**config.mk**
```make
export PLATFORM = sky130hd
export DESIGN_NAME = clint_bram
export DESIGN_NICKNAME = d
export VERILOG_FILES = /design/src/rtl/clint_pkg.sv /design/src/rtl/clint_bram.sv
export SDC_FILE = /design/constraint.sdc
export NUM_CORES = 1
export LEC_CHECK = 0
export ABC_AREA = 1
export CORE_ASPECT_RATIO = 1.4
export CORE_MARGIN = 5
export CORE_UTILIZATION = 35
export CTS_BUF_LIST = sky130_fd_sc_hd__clkbuf_16
export DETAILED_ROUTE_END_ITERATION = 10
export GPL_TIMING_DRIVEN = 0
export MAX_ROUTING_LAYER = met4
export PLACE_DENSITY = 0.61
export SLEW_MARGIN = 20
export SYNTH_ARGS = -nofsm -noshare
export SYNTH_HDL_FRONTEND = slang
export SYNTH_SLANG_ARGS = --single-unit
```
**constraint.sdc**
```tcl
create_clock -name clk_i -period 7.85 [get_ports clk_i]
set_input_delay 0.785 -clock clk_i [delete_from_list [all_inputs] [get_ports clk_i]]
set_output_delay 0.785 -clock clk_i [all_outputs]
set_load 0.1 [all_outputs]
```
**src/rtl/clint_pkg.sv**
```systemverilog
// Shared CLINT register offsets and a byte-enable merge helper
// used by BRAM-port peripherals (8 byte enables on a 64-bit word).
package clint_pkg;

    localparam logic [15:0] MSIP_OFF     = 16'h0000;
    localparam logic [15:0] MTIMECMP_OFF = 16'h4000;
    localparam logic [15:0] MTIME_OFF    = 16'hBFF8;

    localparam logic [63:0] MTIMECMP_RST = 64'hFFFF_FFFF_FFFF_FFFF;

    // Replace the bytes of old_w selected by be with those of new_w.
    function automatic logic [63:0] apply_be(
        input logic [63:0] old_w,
        input logic [63:0] new_w,
        input logic [7:0]  be
    );
        logic [63:0] res;
        res = old_w;
        for (int k = 0; k < 8; k++) begin
            if (be[k]) begin
                res[8*k +: 8] = new_w[8*k +: 8];
            end
        end
        return res;
    endfunction

endpackage

```
**src/rtl/clint_bram.sv**
```systemverilog
// RISC-V CLINT subset (msip, mtimecmp, mtime) on a BRAM-style port.
// Ports: clk_i/rst_ni, bram_en_i/we_i/addr_i/wrdata_i -> bram_rddata_o
// (1-cycle latency); time_o, timer_irq_o, ipi_o to the core.
module clint_bram
    import clint_pkg::*;
#(
    parameter int unsigned RTC_DIV    = 25,
    parameter int unsigned ADDR_WIDTH = 16
) (
    input  logic                  clk_i,
    input  logic                  rst_ni,
    input  logic                  bram_en_i,
    input  logic [7:0]            bram_we_i,
    input  logic [ADDR_WIDTH-1:0] bram_addr_i,
    input  logic [63:0]           bram_wrdata_i,
    output logic [63:0]           bram_rddata_o,
    output logic [63:0]           time_o,
    output logic                  timer_irq_o,
    output logic                  ipi_o
);

    localparam logic [15:0] CNT_MAX = 16'(RTC_DIV - 1);

    logic [15:0] cnt_q, cnt_d;
    logic [63:0] mtime_q, mtime_d;
    logic [63:0] mtimecmp_q, mtimecmp_d;
    logic        msip_q, msip_d;
    logic        irq_q, irq_d;
    logic [63:0] rdata_q, rdata_d;

    logic        tick;
    logic        wr;
    logic [15:0] off;
    logic        sel_msip, sel_cmp, sel_time;
    logic [63:0] rd_val;
    logic        unused_addr;

    // Byte lane bits of the address carry no register selection.
    assign unused_addr = ^bram_addr_i[2:0];

    assign off      = 16'({bram_addr_i[ADDR_WIDTH-1:3], 3'b000});
    assign sel_msip = (off == MSIP_OFF);
    assign sel_cmp  = (off == MTIMECMP_OFF);
    assign sel_time = (off == MTIME_OFF);
    assign wr       = bram_en_i & (|bram_we_i);
    assign tick     = (cnt_q == CNT_MAX);

    always_comb begin
        rd_val = '0;
        unique case (1'b1)
            sel_msip: rd_val = {63'b0, msip_q};
            sel_cmp:  rd_val = mtimecmp_q;
            sel_time: rd_val = mtime_q;
            default:  rd_val = '0;
        endcase
    end

    always_comb begin
        cnt_d      = tick ? 16'd0 : cnt_q + 16'd1;
        mtime_d    = mtime_q;
        mtimecmp_d = mtimecmp_q;
        msip_d     = msip_q;
        rdata_d    = rdata_q;

        if (tick) begin
            mtime_d = mtime_q + 64'd1;
        end

        // A software write to mtime wins over the tick increment.
        if (wr && sel_time) begin
            mtime_d = apply_be(mtime_q, bram_wrdata_i, bram_we_i);
        end
        if (wr && sel_cmp) begin
            mtimecmp_d = apply_be(mtimecmp_q, bram_wrdata_i, bram_we_i);
        end
        if (wr && sel_msip && bram_we_i[0]) begin
            msip_d = bram_wrdata_i[0];
        end

        // Reads observe the pre-update register value.
        if (bram_en_i) begin
            rdata_d = rd_val;
        end

        irq_d = (mtime_d >= mtimecmp_d);
    end

    always_ff @(posedge clk_i or negedge rst_ni) begin
        if (!rst_ni) begin
            cnt_q      <= '0;
            mtime_q    <= '0;
            mtimecmp_q <= MTIMECMP_RST;
            msip_q     <= 1'b0;
            irq_q      <= 1'b0;
            rdata_q    <= '0;
        end else begin
            cnt_q      <= cnt_d;
            mtime_q    <= mtime_d;
            mtimecmp_q <= mtimecmp_d;
            msip_q     <= msip_d;
            irq_q      <= irq_d;
            rdata_q    <= rdata_d;
        end
    end

    assign bram_rddata_o = rdata_q;
    assign time_o        = mtime_q;
    assign timer_irq_o   = irq_q;
    assign ipi_o         = msip_q;

endmodule
```
-- Word level (Yosys, flattened, before mapping)
Index checks and enable logic that the tools add are counted.
- bitwise operators: 1
- mux-type cells: 21
- eq/ne operators: 3
- $lt $le $gt $ge: 1
- add/subtract/negate cells: 2
- reductions and logical operators: 6
- operator list (cell ; count):
    64-bit 2-to-1 mux ; 3
    64-bit case mux with 3 select lines ; 1
    8-bit 2-to-1 mux ; 16
    64-bit by 1-bit adder with 64-bit output, second input constant ; 1
    64-bit greater-or-equal comparator ; 1
    16-bit by 1-bit adder with 16-bit output, second input constant ; 1
    16-bit by 5-bit == test with 1-bit output, second input constant ; 1
    16-bit zero test ; 1
    16-bit 2-to-1 mux ; 1
    13-bit by 12-bit == test with 1-bit output, second input constant ; 1
    13-bit == test, second input constant ; 1
    8-bit OR reduction ; 1
    1-bit logical AND ; 4
    1-bit bitwise AND ; 1
- register bits: 210
- bits of input ports: 91
- output and inout port bits: 130
- word-level logic and storage cells: 40

-- Logic depth before layout (Yosys ltp)
- depth after elaboration: 5
- mapped depth: 24

-- Worst setup path before layout
OpenSTA, ideal clock, no wires.
- kind: flip-flop to flip-flop
- start: register mtime_q[0] (netlist: time_o[0])
- end: register irq_q (netlist: timer_irq_o)
- setup slack: 4.565 ns
- setup time: 0.065 ns
- stages on the path, launching flop included: 20
- arrival: 3.220 ns
- buffers on the path: 0
- cell sequence: dfrtp_1 -> ha_1 -> nand3_1 -> nor2_4 -> nand2_2 -> nor2_2 -> nand2_2 -> nor2_4 -> nand3_1 -> nand2_1 -> a21oi_1 -> ha_1 -> nand2_1 -> nor2_1 -> nand4_1 -> nor2_1 -> o21ai_0 -> nand2_1 -> nor2_1 -> nand2_1
- cells in the longest elaborated chain, start to end: 4
- elaborated cells on any way between the ends: 5
- RTL lines (item ; RTL line ; text):
    start, declared ; clint_bram.sv:25 ; logic [63:0] mtime_q, mtime_d;
    start signal, assigned ; clint_bram.sv:98 ; mtime_q <= mtime_d;
    64-bit by 1-bit adder with 64-bit output ; clint_bram.sv:66 ; mtime_d = mtime_q + 64'd1;
    64-bit 2-to-1 mux ; clint_bram.sv:65 ; if (tick) begin
    64-bit 2-to-1 mux ; clint_bram.sv:70 ; if (wr && sel_time) begin
    net mtime_d[52] ; clint_bram.sv:25 ;
    64-bit greater-or-equal comparator ; clint_bram.sv:85 ; irq_d = (mtime_d >= mtimecmp_d);
    net irq_d ; clint_bram.sv:28 ; logic irq_q, irq_d;
    end signal, assigned ; clint_bram.sv:101 ; irq_q <= irq_d;
    end, declared ; clint_bram.sv:28 ;
The timed path passes the listed nets, and every way through them passes these cells.
A chain may end at the register's enable or synchronous reset.

-- Worst setup path after layout
- start: input port bram_addr_i[4]
- end: register irq_q (netlist: timer_irq_o)
- cells in the longest elaborated chain, start to end: 4
- elaborated cells on any way between the ends: 7
- RTL lines (item ; RTL line ; text):
    start, declared ; clint_bram.sv:14 ; input logic [ADDR_WIDTH-1:0] bram_addr_i,
    13-bit == test ; clint_bram.sv:44 ; assign sel_time = (off == MTIME_OFF);
    1-bit logical AND ; clint_bram.sv:70 ;
    64-bit 2-to-1 mux ; clint_bram.sv:70 ;
    net mtime_d[7] ; clint_bram.sv:25 ;
    64-bit greater-or-equal comparator ; clint_bram.sv:85 ;
    net irq_d ; clint_bram.sv:28 ;
The timed path passes the listed nets, and every way through them passes these cells.

==> flow_summary.ini <==
[status]
status = completed

[sta]
tns_ns = 0
fmax_mhz = 230
fin_crit_ns = 4.34
fin_skew_ns = 0.0135
finalHoldViolCount = 0
rsz0062_at_grt = false
setup_ws_ns = 3.51
worstMarginPinSlew_ns = 1.13
fin_crit_sh_pct = 55.3
holdWs_ns = 0.0860
slew_violations = 0
finalSetupViolCount = 0
relSlewSlack_pct = 24.5

[grt]
grt_pass1_wl_um = 83900
antenna_found_initial = 0
grt_use_total_pct = 26.0
grt_pass1_vias = 14100
grt_max_degree = 94
gr-total-overflow = 0

[pwr]
intPower_mw = 1.85
p_switching_uw = 603
leakage_nw = 8.88
power.density_nw_per_um2 = 141
vdd_drop_max_v = 0.000118
comb_power_share_pct = 6.2
switching_share_pct = 24.5
power_frac_clock_pct = 49.6
pwr-share-seq_pct = 44.2

[detailed_routing]
initialDrtViolationCount = 873
wl_um = 56000
post-route-drc-count = 0
routed.top_layer = met4
firstDrtPassIters = 5
vias = 13800
avgRoutedWirePerCell_um = 20.4
wl_met3_um = 2380
met2_length_um = 29100
via_per_inst = 5.05
ant_nets = 0
wl_met1_um = 22200

[yosys]
syn_area_um2 = 13800
synth_seq_area_share_pct = 38.7
synthFlopType = dfrtp_1
synth_top_area_share_pct = 26.5
synth_cell_type_count = 39
synth_commonest_cells = nand2_1, inv_1, nor2_1, dfrtp_1, a21oi_1
avgSynthCellArea_um2 = 7.07
synth.net_count = 2108
yosys_warnings = 0
yosysMostFrequentCell = nand2_1
async_flop_share_pct = 100
yosys.area.top_type = dfrtp_1
ys_ff_latch = 210
syn_inst = 1950
synth_edf_count = 0
yosys-top-cells-area = dfrtp_1, nand2_1, dfstp_2, inv_1, ha_1

[clock_network]
post_cts_buffers = 0
clockBufferDepth = 3
cts-htree-levels = 1
cts_tree = done
post_cts_resized = 0
postCtsHoldBufs = 0
cts.sinks = 210
root_buffer = clkbuf_16
cts_buffers = 24
clkLatencyLatePin_ns = 0.55
clk_pin_slew_ns = 0.06

[layout]
stdcell_area_um2 = 17500
layout-drive-gt1-share_pct = 10.5
multi_input_area_um2 = 7050
area_delta_synth_final_pct = 26.7
ff_latch_area_um2 = 5340
fill_cells = 4084
final_nets = 2350
diodes = 0

[floorplan]
ios = 221
initial_core_util_pct = 35.2
fp-row-count = 86
coreArea_um2 = 39200
dieArea_um2 = 43500
die_y_um = 245
die_w_um = 178

[hold_path]
hold_path.class = in2async

[worst_setup_path]
crit_required_ns = 8.33
crit_buf_inv = 2
worstPathMaxFanout = 9
critPathCaptureType = flip-flop
cp_cell_sequence = clkdlybuf4s50_1 > nand2_1 > nor4_1 > nand2_1 > inv_1 > nand2_1 > o21ai_0 > ha_1 > nand2_1 > nor2_1 > nand4_1 > nor2_1 > nand2_1 > nand3_1 > nor2_1 > nand2_1 > nand2_1 > nand2_1
crit_top_cell = nand2_1
slowest_delay_ns = 0.52
critical_path.top_delay_family = simple AND/OR/NAND/NOR gates
cp_slowest_cell = nand2_1
startpoint_type = input pin
worst-setup-path-type = in2reg
worstPathArrival_ns = 4.82

[placement]
place_hpwl_um = 43700
place.gp.congestion = 0.966
dpl_worst_slack_ns = 2.99
io_buffers = 214
placed_area_um2 = 16700

[flow_run]
drv_cap = 0
-- power groups by stage --
stage	Combinational (mW)	Sequential, mW	Clock (mW)
after floorplan	0.0487	1.11	0
after global placement	0.149	1.11	0
after detailed placement	0.153	1.11	0
after CTS	0.154	1.09	1.23
after global routing	0.166	1.09	1.27
final	0.152	1.09	1.22
-- placed cells by master (no fill, tap or decap), types with 4 or more instances in the layout --
cell	count
dfrtp_1	146
o21a_1	4
bufinv_16	4
o22ai_1	34
o211ai_1	4
nand4_1	34
o21ai_1	7
nor2_1	218
o22ai_2	40
clkbuf_1	25
xor2_1	31
buf_6	5
dfstp_2	64
o21ai_0	102
ha_1	67
inv_2	32
buf_4	4
inv_1	269
a21oi_1	121
nand2_2	5
nand2_1	593
nor4_1	5
clkbuf_16	25
nor3_1	26
nand3_1	61
or2_2	4
clkinv_2	8
nor2_4	5
clkdlybuf4s50_1	213
nor2_2	8
buf_2	16
-- logic make-up after synthesis --
kind of cell / count (synthesis) / share of synthesized area (%)
flops: 210 / 38.7
fa+ha+maj: 67 / 6.08
simple gates: 969 / 28.7
buf+inv: 355 / 10.2
compound gates: 315 / 14.1
mux: 3 / 0.218
xor+xnor: 31 / 1.97
-- metrics by stage --
step	instances	power [mW]	util [%]
floorplan	1950	1.16	-
CTS	2738	2.47	44.6
finish	2738	2.46	44.6
detailed placement	2694	1.26	42.5
global route	2738	2.52	44.6
global placement	2692	1.26	42.4
-- metal layers --
layer | up-vias | GRT usage, %
li1 | 6697 | -
met1 | 6606 | 29.8
met2 | 413 | 46.5
met3 | 109 | 2.82
met4 | 0 | 9.83
met5 | - | -
-- registers in the layout (all words and copies together) (netlist names) --
signal	count
bram_rddata_o	64
mtimecmp_q	64
time_o	64
cnt_q	16
ipi_o	1
timer_irq_o	1
-- final cells by class --
| class | count | share of cell area, % |
|---|---|---|
| clock buffers | 25 | 3.58 |
| well taps | 528 | 3.78 |
| clock inverters | 19 | 1.14 |
| multi-input cells | 1385 | 40.3 |
| inverters | 302 | 6.53 |
| plain buffers | 53 | 1.55 |
| repair buffers | 216 | 12.6 |
| flip-flops and latches | 210 | 30.5 |
-- worst paths after layout --
check / start / endpoint / slack, ns / depth (start not counted)
max: bram_addr_i[4] / timer_irq_o / 3.51 / 18
min: rst_ni / bram_rddata_o[56] / 0.09 / 1
min in group clk_i: bram_rddata_o[27] / bram_rddata_o[27] / 0.48 / 2
min reg2reg: bram_rddata_o[27] / bram_rddata_o[27] / 0.48 / 2
max in group asynchronous: rst_ni / mtimecmp_q[28] / 6.95 / 2
max reg2reg: cnt_q[0] / timer_irq_o / 3.84 / 22
Note: power is estimated with default switching activity, not from simulation.
